[config.mk]
export PLATFORM = sky130hd
export DESIGN_NAME = dm_dmi_responder
export DESIGN_NICKNAME = d
export VERILOG_FILES = /design/src/rtl/dm_dmi_responder_pkg.sv /design/src/rtl/dm_abstract_cmd.sv /design/src/rtl/dm_dmi_responder.sv
export SDC_FILE = /design/constraint.sdc
export NUM_CORES = 1
export LEC_CHECK = 0
export CAP_MARGIN = 5
export CORE_UTILIZATION = 39
export CTS_BUF_LIST = sky130_fd_sc_hd__clkbuf_8 sky130_fd_sc_hd__clkbuf_16
export DETAILED_ROUTE_END_ITERATION = 10
export PLACE_DENSITY = 0.85
export SKIP_CTS_REPAIR_TIMING = 1
export SLEW_MARGIN = 40
export SYNTH_ARGS = -nofsm -noshare
export SYNTH_HDL_FRONTEND = slang
export SYNTH_HIERARCHICAL = 1
export SYNTH_SLANG_ARGS = --single-unit
[constraint.sdc]
create_clock -name clk -period 2.6 [get_ports clk]
set_clock_uncertainty 0.15 [all_clocks]
set_input_delay 0.78 -clock clk [delete_from_list [all_inputs] [get_ports clk]]
set_output_delay 0.78 -clock clk [all_outputs]
set_load 0.01 [all_outputs]
[src/rtl/dm_dmi_responder_pkg.sv]
// rtl/dm_dmi_responder_pkg.sv - shared DMI types, register map, cmderr codes and command FSM states
// Holds the DMI request/response structs, op codes, the register addresses
// decoded by the debug module, abstract-command error codes, the command FSM
// state enum and the constant dmstatus encoding.
package dm_dmi_responder_pkg;

    typedef struct packed {
        logic [6:0]  addr;
        logic [31:0] data;
        logic [1:0]  op;
    } dmi_t;

    typedef struct packed {
        logic [31:0] data;
        logic [1:0]  op;
    } dmi_rsp_t;

    localparam logic [1:0] DMI_OP_NOP   = 2'd0;
    localparam logic [1:0] DMI_OP_READ  = 2'd1;
    localparam logic [1:0] DMI_OP_WRITE = 2'd2;

    localparam logic [1:0] DMI_RSP_SUCCESS = 2'd0;
    localparam logic [1:0] DMI_RSP_FAILED  = 2'd2;

    localparam logic [6:0] ADDR_DATA0      = 7'h04;
    localparam logic [6:0] ADDR_DMCONTROL  = 7'h10;
    localparam logic [6:0] ADDR_DMSTATUS   = 7'h11;
    localparam logic [6:0] ADDR_HARTINFO   = 7'h12;
    localparam logic [6:0] ADDR_ABSTRACTCS = 7'h16;
    localparam logic [6:0] ADDR_COMMAND    = 7'h17;

    localparam logic [2:0] CMDERR_NONE       = 3'd0;
    localparam logic [2:0] CMDERR_BUSY       = 3'd1;
    localparam logic [2:0] CMDERR_NOTSUP     = 3'd2;
    localparam logic [2:0] CMDERR_HALTRESUME = 3'd4;

    typedef enum logic {
        CMD_IDLE = 1'b0,
        CMD_XFER = 1'b1
    } cmd_state_e;

    // version 2, authenticated, any/all halted or any/all running from one hart
    function automatic logic [31:0] dmstatus_value(input logic halted);
        return {20'b0, ~halted, ~halted, halted, halted, 1'b1, 3'b0, 4'd2};
    endfunction

endpackage

[src/rtl/dm_abstract_cmd.sv]
// rtl/dm_abstract_cmd.sv - abstract command decode, cmderr tracking and GPR transfer FSM
// Ports:
//   clk_i, rst_i          clock, synchronous active-high reset
//   active_i              dmactive as it will be after this edge; 0 clears everything
//   cmd_we_i, cmd_*_i     accepted write to command and its decoded fields
//   acs_we_i, acs_clr_i   accepted write to abstractcs and its cmderr W1C bits
//   busy_wr_i             accepted write to command, data0 or abstractcs
//   hart_halted_i         hart status
//   hart_reg_ack_i        single-cycle completion from the hart
//   busy_o, cmderr_o      abstractcs status fields
//   data0_load_o          capture hart_reg_rdata into data0 this edge
//   hart_reg_req_o/we_o/addr_o  GPR access port
module dm_abstract_cmd
    import dm_dmi_responder_pkg::*;
#(
    parameter int NGPR = 32
) (
    input  logic        clk_i,
    input  logic        rst_i,
    input  logic        active_i,
    input  logic        cmd_we_i,
    input  logic [7:0]  cmd_type_i,
    input  logic [2:0]  cmd_size_i,
    input  logic        cmd_transfer_i,
    input  logic        cmd_write_i,
    input  logic [15:0] cmd_regno_i,
    input  logic        acs_we_i,
    input  logic [2:0]  acs_clr_i,
    input  logic        busy_wr_i,
    input  logic        hart_halted_i,
    input  logic        hart_reg_ack_i,
    output logic        busy_o,
    output logic [2:0]  cmderr_o,
    output logic        data0_load_o,
    output logic        hart_reg_req_o,
    output logic        hart_reg_we_o,
    output logic [4:0]  hart_reg_addr_o
);

    localparam logic [16:0] REGNO_BASE = 17'h01000;
    localparam logic [16:0] REGNO_END  = 17'h01000 + 17'(NGPR);

    cmd_state_e  state_q, state_d;
    logic [2:0]  cmderr_q, cmderr_d;
    logic        we_q, we_d;
    logic [4:0]  addr_q, addr_d;
    logic        regno_ok;
    logic [2:0]  decode_err;

    assign regno_ok = ({1'b0, cmd_regno_i} >= REGNO_BASE) && ({1'b0, cmd_regno_i} < REGNO_END);

    // Checks are ordered so that an unsupported command reports NOTSUP even
    // when the hart is running.
    always_comb begin
        decode_err = CMDERR_NONE;
        if (cmd_type_i != 8'd0) begin
            decode_err = CMDERR_NOTSUP;
        end else if (cmd_size_i != 3'd2) begin
            decode_err = CMDERR_NOTSUP;
        end else if (cmd_transfer_i && !regno_ok) begin
            decode_err = CMDERR_NOTSUP;
        end else if (!hart_halted_i) begin
            decode_err = CMDERR_HALTRESUME;
        end
    end

    always_comb begin
        state_d      = state_q;
        cmderr_d     = cmderr_q;
        we_d         = we_q;
        addr_d       = addr_q;
        data0_load_o = 1'b0;
        if (!active_i) begin
            state_d  = CMD_IDLE;
            cmderr_d = CMDERR_NONE;
            we_d     = 1'b0;
            addr_d   = '0;
        end else if (state_q == CMD_XFER) begin
            // Interfering writes are dropped by the top; only flag them here.
            if (busy_wr_i && (cmderr_q == CMDERR_NONE)) begin
                cmderr_d = CMDERR_BUSY;
            end
            if (hart_reg_ack_i) begin
                state_d      = CMD_IDLE;
                data0_load_o = ~we_q;
            end
        end else begin
            if (acs_we_i) begin
                cmderr_d = cmderr_q & ~acs_clr_i;
            end
            // A pending error blocks every new command until software clears it.
            if (cmd_we_i && (cmderr_q == CMDERR_NONE)) begin
                if (decode_err != CMDERR_NONE) begin
                    cmderr_d = decode_err;
                end else if (cmd_transfer_i) begin
                    state_d = CMD_XFER;
                    we_d    = cmd_write_i;
                    addr_d  = cmd_regno_i[4:0];
                end
            end
        end
    end

    always_ff @(posedge clk_i) begin
        if (rst_i) begin
            state_q  <= CMD_IDLE;
            cmderr_q <= CMDERR_NONE;
            we_q     <= 1'b0;
            addr_q   <= '0;
        end else begin
            state_q  <= state_d;
            cmderr_q <= cmderr_d;
            we_q     <= we_d;
            addr_q   <= addr_d;
        end
    end

    assign busy_o          = (state_q == CMD_XFER);
    assign cmderr_o        = cmderr_q;
    assign hart_reg_req_o  = busy_o;
    assign hart_reg_we_o   = busy_o & we_q;
    assign hart_reg_addr_o = busy_o ? addr_q : 5'd0;

endmodule

[src/rtl/dm_dmi_responder.sv]
// rtl/dm_dmi_responder.sv - debug module DMI responder with dmcontrol/dmstatus/abstractcs/data0
// Ports:
//   clk, rst                       clock, synchronous active-high reset
//   dmi_req/_valid/_ready          one request at a time from the DTM
//   dmi_rsp/_valid/_ready          response, held until consumed
//   halt_req, resume_req           hart run control (level, one-cycle pulse)
//   hart_halted                    hart status
//   hart_reg_*                     GPR access port driven by the abstract command engine
module dm_dmi_responder
    import dm_dmi_responder_pkg::*;
#(
    parameter int NGPR = 32
) (
    input  logic        clk,
    input  logic        rst,
    input  dmi_t        dmi_req,
    input  logic        dmi_req_valid,
    output logic        dmi_req_ready,
    output dmi_rsp_t    dmi_rsp,
    output logic        dmi_rsp_valid,
    input  logic        dmi_rsp_ready,
    output logic        halt_req,
    output logic        resume_req,
    input  logic        hart_halted,
    output logic        hart_reg_req,
    output logic        hart_reg_we,
    output logic [4:0]  hart_reg_addr,
    output logic [31:0] hart_reg_wdata,
    input  logic [31:0] hart_reg_rdata,
    input  logic        hart_reg_ack
);

    logic        init_q;
    logic        dmactive_q, dmactive_d;
    logic        haltreq_q, haltreq_d;
    logic        resume_q, resume_d;
    logic [31:0] data0_q, data0_d;
    logic        rsp_valid_q, rsp_valid_d;
    dmi_rsp_t    rsp_q, rsp_d;

    logic        accept, is_write;
    logic        wr_ctl, wr_data0, wr_acs, wr_cmd;
    logic [31:0] rdata;
    logic        busy, data0_load;
    logic [2:0]  cmderr;

    // init_q keeps ready low for the first cycle out of reset.
    assign dmi_req_ready = init_q & ~rsp_valid_q;
    assign accept        = dmi_req_valid & dmi_req_ready;
    assign is_write      = accept && (dmi_req.op == DMI_OP_WRITE);
    assign wr_ctl        = is_write && (dmi_req.addr == ADDR_DMCONTROL);
    assign wr_data0      = is_write && dmactive_q && (dmi_req.addr == ADDR_DATA0);
    assign wr_acs        = is_write && dmactive_q && (dmi_req.addr == ADDR_ABSTRACTCS);
    assign wr_cmd        = is_write && dmactive_q && (dmi_req.addr == ADDR_COMMAND);

    // Reads see the register state from before the accepting edge.
    always_comb begin
        rdata = 32'd0;
        case (dmi_req.addr)
            ADDR_DATA0:      rdata = data0_q;
            ADDR_DMCONTROL:  rdata = {haltreq_q, 30'b0, dmactive_q};
            ADDR_DMSTATUS:   rdata = dmstatus_value(hart_halted);
            ADDR_HARTINFO:   rdata = 32'd0;
            ADDR_ABSTRACTCS: rdata = {3'b0, 5'd0, 11'b0, busy, 1'b0, cmderr, 4'b0, 4'd1};
            ADDR_COMMAND:    rdata = 32'd0;
            default:         rdata = 32'd0;
        endcase
    end

    always_comb begin
        dmactive_d  = dmactive_q;
        haltreq_d   = haltreq_q;
        resume_d    = 1'b0;
        data0_d     = data0_q;
        rsp_valid_d = rsp_valid_q;
        rsp_d       = rsp_q;

        // dmcontrol takes its own dmactive bit into account, so activating and
        // halting in one write works.
        if (wr_ctl) begin
            dmactive_d = dmi_req.data[0];
            haltreq_d  = dmi_req.data[0] & dmi_req.data[31];
            resume_d   = dmi_req.data[0] & dmi_req.data[30] & ~dmi_req.data[31];
        end

        if (!dmactive_d) begin
            data0_d = 32'd0;
        end else if (data0_load) begin
            data0_d = hart_reg_rdata;
        end else if (wr_data0 && !busy) begin
            data0_d = dmi_req.data;
        end

        if (accept) begin
            rsp_valid_d = 1'b1;
            case (dmi_req.op)
                DMI_OP_READ:              rsp_d = '{data: rdata, op: DMI_RSP_SUCCESS};
                DMI_OP_NOP, DMI_OP_WRITE: rsp_d = '{data: 32'd0, op: DMI_RSP_SUCCESS};
                default:                  rsp_d = '{data: 32'd0, op: DMI_RSP_FAILED};
            endcase
        end else if (dmi_rsp_ready) begin
            rsp_valid_d = 1'b0;
        end
    end

    always_ff @(posedge clk) begin
        if (rst) begin
            init_q      <= 1'b0;
            dmactive_q  <= 1'b0;
            haltreq_q   <= 1'b0;
            resume_q    <= 1'b0;
            data0_q     <= 32'd0;
            rsp_valid_q <= 1'b0;
            rsp_q       <= '0;
        end else begin
            init_q      <= 1'b1;
            dmactive_q  <= dmactive_d;
            haltreq_q   <= haltreq_d;
            resume_q    <= resume_d;
            data0_q     <= data0_d;
            rsp_valid_q <= rsp_valid_d;
            rsp_q       <= rsp_d;
        end
    end

    dm_abstract_cmd #(
        .NGPR(NGPR)
    ) u_abstract_cmd (
        .clk_i           (clk),
        .rst_i           (rst),
        .active_i        (dmactive_d),
        .cmd_we_i        (wr_cmd),
        .cmd_type_i      (dmi_req.data[31:24]),
        .cmd_size_i      (dmi_req.data[22:20]),
        .cmd_transfer_i  (dmi_req.data[17]),
        .cmd_write_i     (dmi_req.data[16]),
        .cmd_regno_i     (dmi_req.data[15:0]),
        .acs_we_i        (wr_acs),
        .acs_clr_i       (dmi_req.data[10:8]),
        .busy_wr_i       (wr_cmd | wr_data0 | wr_acs),
        .hart_halted_i   (hart_halted),
        .hart_reg_ack_i  (hart_reg_ack),
        .busy_o          (busy),
        .cmderr_o        (cmderr),
        .data0_load_o    (data0_load),
        .hart_reg_req_o  (hart_reg_req),
        .hart_reg_we_o   (hart_reg_we),
        .hart_reg_addr_o (hart_reg_addr)
    );

    assign hart_reg_wdata = data0_q;
    assign halt_req       = haltreq_q;
    assign resume_req     = resume_q;
    assign dmi_rsp        = rsp_q;
    assign dmi_rsp_valid  = rsp_valid_q;

endmodule

==> results of run 1 <==
-- routing by layer --
| metal | vias to the layer above | share of wire | track usage |
|---|---|---|---|
| met2 | 217 | 0.49 | 0.4333 |
| met5 | - | 0 | 0 |
| met4 | 0 | 0.034 | 0.1438 |
| li1 | 1918 | - | - |
| met1 | 2027 | 0.40 | 0.2945 |
| met3 | 43 | 0.072 | 0.05062 |
-- layout make-up --
cell class                 count  share of cell area
sequential                    80              0.2607
clock inverter                 7             0.01059
timing repair buffer         206              0.3351
clock buffer                   9             0.02017
multi-input combinational    307              0.3432
inverter                       5            0.003870
tap                          129             0.02628
-- worst max-delay path: stages --
cell,delay [ns]
dlymetal6s2s_1,0.16
nor3b_4,0.29
nand4_1,0.22
mux2_4,0.25
and4b_1,0.25
clkinv_4,0.14
clkbuf_16,0.19
buf_4,0.14
a311oi_2,0.22
-- worst min-delay path by stage --
stage,to,slack [ns],cells after the start
floorplan,u_abstract_cmd/addr_q[0],0.29,2
finish,dmi_rsp[1],0.31,2
detailed placement,u_abstract_cmd/addr_q[1],0.30,2
CTS,dmi_rsp[1],0.32,2
global placement,dmi_rsp[1],0.30,2
global route,dmi_rsp[1],0.35,2
-- cell usage after synthesis (2+ instances only) --
cell type,number,share of area
a21oi_1,12,0.016
a22o_1,8,0.018
a22oi_1,8,0.016
a22oi_2,20,0.065
a311oi_1,33,0.076
a31oi_1,2,0.0033
a32o_1,3,0.0078
and2_1,8,0.013
and3b_1,2,0.0046
and4_1,3,0.0069
buf_2,7,0.0092
buf_4,7,0.014
buf_6,3,0.0088
clkbuf_1,14,0.014
dfxtp_1,80,0.42
inv_1,3,0.0029
inv_2,2,0.0020
nand2_1,78,0.077
nand2b_1,4,0.0065
nand3_1,7,0.0092
nand4_1,10,0.016
nor2_1,39,0.038
nor2_2,20,0.033
nor2b_1,6,0.0098
nor3_1,4,0.0052
nor3b_2,4,0.013
nor4_1,2,0.0033
nor4_2,2,0.0065
nor4_4,3,0.017
o21ai_0,3,0.0039
o31ai_1,6,0.012
-- flip-flops by register name (all words and copies together), names as in the netlist, 3 cells and up --
register                 cells
hart_reg_wdata              32
u_abstract_cmd/addr_q        5
dmi_rsp                     33
u_abstract_cmd/cmderr_o      3
-- power breakdown --
| part | internal [mW] | switching (mW) | total [mW] |
|---|---|---|---|
| Sequential | 1.23 | 0.00196 | 1.23 |
| Combinational | 0.148 | 0.107 | 0.255 |
| Clock | 0.437 | 0.460 | 0.897 |
| Total | 1.81 | 0.568 | 2.38 |
-- logic make-up (layout without fill, tap and decap cells) --
group,count (synthesis),count (layout),synth area share
and+or+nand+nor,204,204,0.2904
AOI/OAI and AO/OA,100,100,0.2322
DFF,80,80,0.4186
buffers and inverters,37,227,0.05134
muxes,2,2,0.006539
other,1,1,0.0009801
==> flow_metrics.py, run 1 <==
metrics = {
    "layout": {
        "fin_cells": 743,
        "syn2layout_area_growth_pct": 60.53,
        "layout_common_cells": "143 x clkdlybuf4s50_1, 80 x dfxtp_1, 78 x nand2_1",
        "antenna-diode-count": 0,
        "layout-drive-gt1-share": 0.2280,
        "seq_area_um2": 1602,
        "fin_util": 0.6554,
        "postLayoutCellArea_um2": 6142,
        "final_common_cell": "clkdlybuf4s50_1",
        "nets": 688,
        "multiInputGateArea_um2": 2108,
        "fillerInstances": 811,
    },
    "min_path": {
        "hold_path_startpoint": "dmi_rsp[1]",
        "hold_path_class": "reg2reg",
    },
    "power": {
        "p_total_mw": 2.380,
        "leakage_nw": 2.095,
        "power-per-cell-area_nw_per_um2": 387.5,
        "ir_drop_uv": 262.4,
    },
    "yosys": {
        "syn_nets": 503,
        "synthFlopType": "dfxtp_1",
        "post_synth.cell_area_avg_um2": 9.024,
        "syn_inst": 424,
        "synth_edf_count": 0,
        "ys_seq_area_frac": 0.4186,
        "synth.cell_area_um2": 3826,
        "synth_async_sr_flop_share": 0,
        "synth-seq-cells": 80,
        "ys_warn_count": 6,
        "synth_cell_types": 52,
    },
    "sta": {
        "tightestPinTransition_ns": 0.4952,
        "max_slew_margin": 0.6652,
        "hold_slack_ns": 0.3133,
        "hold_viol": 0,
        "setup_violations": 0,
        "tns_ns": 0,
        "fmax_ghz": 0.3943,
        "timing.final.crit_share": 0.9754,
        "post-route-min-period_ns": 2.536,
        "slew_violations": 0,
        "worst_slack_ns": 0.06398,
    },
    "global_routing": {
        "grt_max_degree": 46,
        "grtUsageTotal": 0.2533,
        "grt_pass1_wl_mm": 19.97,
        "grt_overflow": 0,
        "grt_pass1_vias": 4090,
        "antenna_found_initial": 0,
    },
    "die": {
        "die_x_um": 101.1,
        "dieArea_um2": 10210,
        "core_region_area_um2": 9371,
        "io_pins": 156,
        "die_h_um": 101.1,
        "initial_utilization": 0.4083,
        "num_rows": 35,
    },
    "worst_setup_path": {
        "worstReg2RegEnd": "hart_reg_wdata[21]",
        "reg2reg_slack_ns": 0.37,
        "r2r_start": "dmi_rsp_valid",
        "startpoint": "dmi_req[40]",
        "critical_path.max_fanout": 7,
        "worst_setup_path_end_kind": "flip-flop",
        "critical_path_class": "in2reg",
        "critPathRequiredTime_ns": 2.70,
        "crit_end": "hart_reg_wdata[21]",
        "rr_worst_depth": 8,
        "arrival_ns": 2.64,
        "startpoint_type": "input pin",
    },
    "route": {
        "num_vias": 4205,
        "antenna_left": 0,
        "firstDrtPassIters": 6,
        "drt_iter0_drc": 239,
        "viasPerCell": 5.659,
        "routed_wl_mm": 13.58,
        "drcViolationCount": 0,
        "post_drt_wl_per_cell_um": 18.28,
    },
    "run": {
        "maxCapViolCount": 0,
    },
    "clock_network": {
        "clk_pin_slew_ns": 0.08,
        "cts_made_buffers": 9,
        "cts_tree": "built",
        "clock-sinks": 80,
        "cts_root_buf": "clkbuf_8",
        "htreeDepth": 3,
        "insertion_delay_ns": 0.35,
        "clockBufferDepth": 2,
    },
    "placement": {
        "post-place-ws_ns": -0.6009,
        "place_congestion": 0.8465,
        "dp_cells": 717,
        "io_buffers": 154,
        "place_area_um2": 5746,
        "hpwlAfterDp_mm": 9.774,
    },
    "outcome": {
        "status": "finished, final reports clean",
    },
}
Note: power is estimated with default switching activity, not from simulation.
==> run 2, diff against run 1 <==
--- a/config.mk
+++ b/config.mk
@@ -6,10 +6,9 @@
 export NUM_CORES = 1
 export LEC_CHECK = 0
 export CAP_MARGIN = 5
-export CORE_UTILIZATION = 39
-export CTS_BUF_LIST = sky130_fd_sc_hd__clkbuf_8 sky130_fd_sc_hd__clkbuf_16
+export CORE_UTILIZATION = 35
 export DETAILED_ROUTE_END_ITERATION = 10
-export PLACE_DENSITY = 0.85
+export PLACE_DENSITY = 0.78
 export SKIP_CTS_REPAIR_TIMING = 1
 export SLEW_MARGIN = 40
 export SYNTH_ARGS = -nofsm -noshare
==> run 2 against run 1 <==
Non-clock buffer count is the same. First-iteration DRC count fell by 13%. Clock power grew 19%. Sequential power barely moved. Power grew 7.4%. Routed wire length down 3.2%. Via count fell by 2.8%. Worst hold slack better by 0.013 ns. Critical path type unchanged. Critical endpoint is now hart_reg_wdata[22].
==> flow_metrics.py, run 2 (synthesized netlist as in run 1, its figures left out) <==
metrics = {
    "route": {
        "post_drt_wl_per_cell_um": 17.53,
        "drcViolationCount": 0,
        "routed_wl_mm": 13.14,
        "drt_iter0_drc": 208,
        "viasPerCell": 5.448,
        "antenna_left": 0,
        "firstDrtPassIters": 5,
        "num_vias": 4086,
    },
    "sta": {
        "hold_viol": 0,
        "rsz0062_at_grt": "false",
        "setup_violations": 0,
        "worst_slack_ns": 0.06339,
        "hold_slack_ns": 0.3259,
        "tns_ns": 0,
        "post-route-min-period_ns": 2.537,
        "fmax_ghz": 0.3942,
        "slew_violations": 0,
        "timing.final.crit_share": 0.9756,
    },
    "worst_setup_path": {
        "max_stage_delay_ns": 0.32,
        "worstReg2RegEnd": "hart_reg_wdata[22]",
        "r2r_start": "dmi_rsp_valid",
        "startpoint": "dmi_req[34]",
        "startpoint_type": "input pin",
        "path_depth": 9,
        "arrival_ns": 2.67,
        "path_cells": "dlymetal6s2s_1 -> nor4_4 -> nand4_1 -> mux2_4 -> and4b_1 -> clkinv_4 -> clkbuf_16 -> buf_4 -> a311oi_2",
        "crit_end": "hart_reg_wdata[22]",
        "worst_setup_path_end_kind": "flip-flop",
        "reg2reg_slack_ns": 0.32,
        "critical_path_class": "in2reg",
        "critical_path.max_fanout": 7,
        "crit_family": "simple AND/OR/NAND/NOR gates",
        "crit_buf_inv": 4,
        "critPathRequiredTime_ns": 2.73,
        "rr_worst_depth": 8,
        "critPathSlowestCell": "nor4_4",
    },
    "layout": {
        "final_common_cell": "clkdlybuf4s50_1",
        "layout_common_cells": "143 x clkdlybuf4s50_1, 80 x dfxtp_1, 78 x nand2_1",
        "fillerInstances": 903,
        "syn2layout_area_growth_pct": 61.71,
        "nets": 688,
        "fin_cells": 750,
        "layout-drive-gt1-share": 0.2248,
        "antenna-diode-count": 0,
        "largest_register_ffs": 33,
    },
    "global_routing": {
        "grt_overflow": 0,
        "antenna_found_initial": 0,
        "grt_pass1_vias": 3912,
        "grtUsageTotal": 0.2239,
        "grt_pass1_wl_mm": 19.73,
        "grt_max_degree": 30,
    },
    "power": {
        "ir_drop_uv": 314.5,
        "p_total_mw": 2.556,
        "p_switching_uw": 623.4,
        "leakage_nw": 2.119,
        "comb_power_share": 0.099,
        "seqPwrFrac": 0.481,
        "p_sw_frac": 0.2439,
        "power-per-cell-area_nw_per_um2": 413.1,
        "internal_power_mw": 1.932,
        "clkPwrFrac": 0.420,
    },
    "placement": {
        "io_buffers": 154,
        "dp_cells": 730,
        "hpwlAfterDp_mm": 9.881,
        "place_congestion": 0.9127,
        "post-place-ws_ns": -0.6023,
    },
    "clock_network": {
        "cts_root_buf": "clkbuf_8",
        "clock-sinks": 80,
        "htreeDepth": 3,
        "clk_pin_slew_ns": 0.10,
        "cts_tree": "built",
        "cts_made_buffers": 9,
        "clockBufferDepth": 2,
        "insertion_delay_ns": 0.36,
    },
    "run": {
        "maxCapViolCount": 0,
    },
    "die": {
        "core_region_area_um2": 10460,
        "dieArea_um2": 11350,
        "die_h_um": 106.6,
        "num_rows": 37,
        "die_x_um": 106.6,
        "io_pins": 156,
        "initial_utilization": 0.3657,
    },
    "min_path": {
        "hold_path_class": "reg2reg",
    },
    "outcome": {
        "status": "finished, final reports clean",
    },
}
-- run 2: cell types whose count changed in the layout (fill, tap and decap cells not counted), moves of 2 or more --
| cell | previous run | this run |
|---|---|---|
| inv_6 | 0 | 3 |
| clkinv_2 | 2 | 0 |
| o31ai_1 | 3 | 5 |
| inv_1 | 5 | 3 |
| o31ai_2 | 3 | 1 |
| buf_6 | 3 | 1 |
-- run 2: worst min-delay path by stage --
stage	startpoint	end	slack, ns	depth (start not counted)
final	u_abstract_cmd/addr_q[4]	u_abstract_cmd/addr_q[4]	0.33	2
after global routing	u_abstract_cmd/addr_q[4]	u_abstract_cmd/addr_q[4]	0.36	2
after CTS	u_abstract_cmd/addr_q[4]	u_abstract_cmd/addr_q[4]	0.32	2
after detailed placement	u_abstract_cmd/addr_q[2]	u_abstract_cmd/addr_q[2]	0.30	2
after global placement	u_abstract_cmd/addr_q[1]	u_abstract_cmd/addr_q[1]	0.31	2
after floorplan	u_abstract_cmd/addr_q[0]	u_abstract_cmd/addr_q[0]	0.29	2
-- run 2: layer usage --
layer  GRT usage  wire length [µm]  vias up
li1            -                 -     1921
met1      0.2870              5574     1931
met2      0.3664              6269      203
met3     0.03679               884       31
met4      0.1047               415        0
met5           0                 0        -
-- run 2: cell type report --
type | instances | area, µm² | share of cell area
sequential | 80 | 1602 | 0.2588
inverter | 5 | 23.77 | 0.003842
tap | 136 | 170.2 | 0.02750
clock inverter | 7 | 106.4 | 0.01719
multi-input combinational | 307 | 2096 | 0.3387
clock buffer | 9 | 123.9 | 0.02002
timing repair buffer | 206 | 2066 | 0.3339
-- run 2: per-stage QoR --
stage	util	instance area, µm²
3_5_place_dp	0.5555	5812
2_1_floorplan	-	3855
3_3_place_gp	0.5555	5812
4_1_cts	0.5775	6042
6_report	0.5914	6187
5_1_grt	0.5914	6187
-- run 2: worst register-to-register path, cell delays in order, from the launching register on --
cell	delay, ns
dfxtp_1	0.35
and3b_2	0.32
nand4_1	0.17
mux2_4	0.25
and4b_1	0.25
clkinv_4	0.14
clkbuf_16	0.19
buf_4	0.14
a311oi_2	0.24
-- run 2: power by group through the flow --
stage / logic, mW / registers (mW) / clock network, mW
finish: 0.253 / 1.23 / 1.07
global route: 0.266 / 1.23 / 1.14
CTS: 0.252 / 1.23 / 1.08
detailed placement: 0.251 / 1.26 / 0
global placement: 0.248 / 1.26 / 0
floorplan: 0.0547 / 1.26 / 0
==> run 3, diff against run 2 <==
--- a/config.mk
+++ b/config.mk
@@ -7,6 +7,7 @@
 export LEC_CHECK = 0
 export CAP_MARGIN = 5
 export CORE_UTILIZATION = 35
+export CTS_CLUSTER_SIZE = 40
 export DETAILED_ROUTE_END_ITERATION = 10
 export PLACE_DENSITY = 0.78
 export SKIP_CTS_REPAIR_TIMING = 1
==> constraint.sdc (replaced) <==
create_clock -name clk -period 2.24 [get_ports clk]
set_clock_uncertainty 0.15 [all_clocks]
set_input_delay 0.672 -clock clk [delete_from_list [all_inputs] [get_ports clk]]
set_output_delay 0.672 -clock clk [all_outputs]
set_load 0.01 [all_outputs]
==> run 3 against run 2 <==
The flow now finishes with violations (setup timing). Cell area increased by 7.6%. Via count up 3.5%. Sequential cell count unchanged. Combinational power grew 28%. Worst hold slack improved by 0.0024 ns.
==> flow_metrics.py, run 3 (synthesized netlist as in run 1, its figures left out) <==
metrics = {
    "clock_network": {
        "clock-sinks": 80,
        "clk_pin_slew_ns": 0.08,
        "htreeDepth": 3,
        "cts_tree": "built",
        "clockBufferDepth": 2,
        "cts_made_buffers": 9,
        "cts_root_buf": "clkbuf_8",
        "insertion_delay_ns": 0.35,
    },
    "global_routing": {
        "antenna_found_initial": 0,
        "grtUsageTotal": 0.2309,
        "grt_pass1_vias": 4100,
        "grt_max_degree": 33,
        "grt_overflow": 0,
        "grt_pass1_wl_mm": 20.51,
    },
    "die": {
        "io_pins": 156,
        "num_rows": 37,
        "initial_utilization": 0.3657,
        "dieArea_um2": 11350,
        "core_region_area_um2": 10460,
        "die_h_um": 106.6,
        "die_x_um": 106.6,
    },
    "worst_setup_path": {
        "path_cells": "buf_8 -> nor4_4 -> nand4_1 -> mux2_4 -> and4b_2 -> inv_8 -> buf_6 -> clkbuf_16 -> nor2_2 -> a311oi_1",
        "critPathRequiredTime_ns": 2.34,
        "max_stage_delay_ns": 0.36,
        "worst_setup_path_end_kind": "flip-flop",
        "critical_path.max_fanout": 5,
        "arrival_ns": 2.54,
        "critPathSlowestCell": "mux2_4",
        "rr_worst_depth": 9,
        "critical_path_class": "in2reg",
        "startpoint_type": "input pin",
    },
    "sta": {
        "hold_slack_ns": 0.3283,
        "fmax_ghz": 0.4097,
        "hold_viol": 0,
        "max_slew_margin": 0.6201,
        "tightestPinTransition_ns": 0.5678,
        "setup_violations": 32,
        "worst_slack_ns": -0.2010,
        "rsz0062_at_grt": "true",
        "slew_violations": 0,
        "timing.final.crit_share": 1.090,
        "post-route-min-period_ns": 2.441,
    },
    "layout": {
        "layout-drive-gt1-share": 0.3085,
        "final_common_cell": "clkdlybuf4s50_1",
        "antenna-diode-count": 0,
        "syn2layout_area_growth_pct": 74.04,
        "largest_register_ffs": 33,
        "layout_common_cells": "136 x clkdlybuf4s50_1, 78 x nand2_1, 74 x dfxtp_1",
        "fin_cells": 768,
        "postLayoutCellArea_um2": 6659,
        "fin_util": 0.6365,
        "nets": 706,
        "fillerInstances": 858,
    },
    "route": {
        "drt_iter0_drc": 190,
        "drcViolationCount": 0,
        "num_vias": 4227,
        "firstDrtPassIters": 5,
        "post_drt_wl_per_cell_um": 18.40,
        "routed_wl_mm": 14.13,
        "viasPerCell": 5.504,
        "antenna_left": 0,
    },
    "placement": {
        "place_congestion": 0.8598,
        "dp_cells": 741,
        "place_area_um2": 5932,
        "io_buffers": 154,
        "hpwlAfterDp_mm": 9.841,
    },
    "min_path": {
        "hold_depth": 2,
        "hold_path_class": "reg2reg",
    },
    "outcome": {
        "status": "finished, violations left",
        "violations": "setup timing",
    },
    "run": {
        "maxCapViolCount": 0,
    },
    "power": {
        "power-per-cell-area_nw_per_um2": 445.7,
        "ir_drop_uv": 359.8,
        "leakage_nw": 2.387,
    },
}
-- run 3: report_power, final --
| part | internal, mW | leakage [nW] | total (mW) | switching, mW |
|---|---|---|---|---|
| Clock | 0.662 | 0.109 | 1.22 | 0.559 |
| Combinational | 0.188 | 1.63 | 0.323 | 0.135 |
| Sequential | 1.42 | 0.648 | 1.42 | 0.00149 |
-- run 3: cell type report --
type                       instances  area (µm²)  area share
inverter                           5       26.28    0.003946
tap                              136       170.2     0.02555
timing repair buffer             223        2295      0.3446
sequential                        80        1612      0.2420
clock inverter                     6       92.59     0.01390
multi-input combinational        307        2320      0.3484
timing repair inverter             1       6.256   0.0009395
clock buffer                      10       137.6     0.02067
-- run 3: worst paths after layout --
check,to,slack (ns),startpoint
worst max-delay path,hart_reg_wdata[30],-0.20,dmi_req[35]
worst min-delay path,u_abstract_cmd/addr_q[4],0.33,u_abstract_cmd/addr_q[4]
worst max register to register,hart_reg_wdata[30],-0.05,init_q
worst min register to register,u_abstract_cmd/addr_q[4],0.33,u_abstract_cmd/addr_q[4]
-- run 3: metrics by stage --
step	TNS (ns)	power [mW]	setup slack, ns
after floorplan	-6.686	1.523	-0.2184
after global placement	-48.02	1.766	-0.7837
after detailed placement	-52.13	1.768	-0.9100
after CTS	-25.80	2.966	-0.5924
after global routing	-3.916	3.068	-0.2760
final	-2.046	2.968	-0.2010
-- run 3: per-layer routing --
metal	global-route usage	vias up	routed length (µm)
met5	0	-	0
met4	0.09393	0	435
met3	0.06009	35	879
met2	0.4091	173	7252
met1	0.2623	2066	5563
li1	-	1953	-
-- run 3: worst max-delay path, delay by kind of cell --
kind | cells | cell delay, ns
mux | 1 | 0.36
simple gates | 4 | 0.80
buf+inv | 4 | 0.43
compound gates | 1 | 0.27
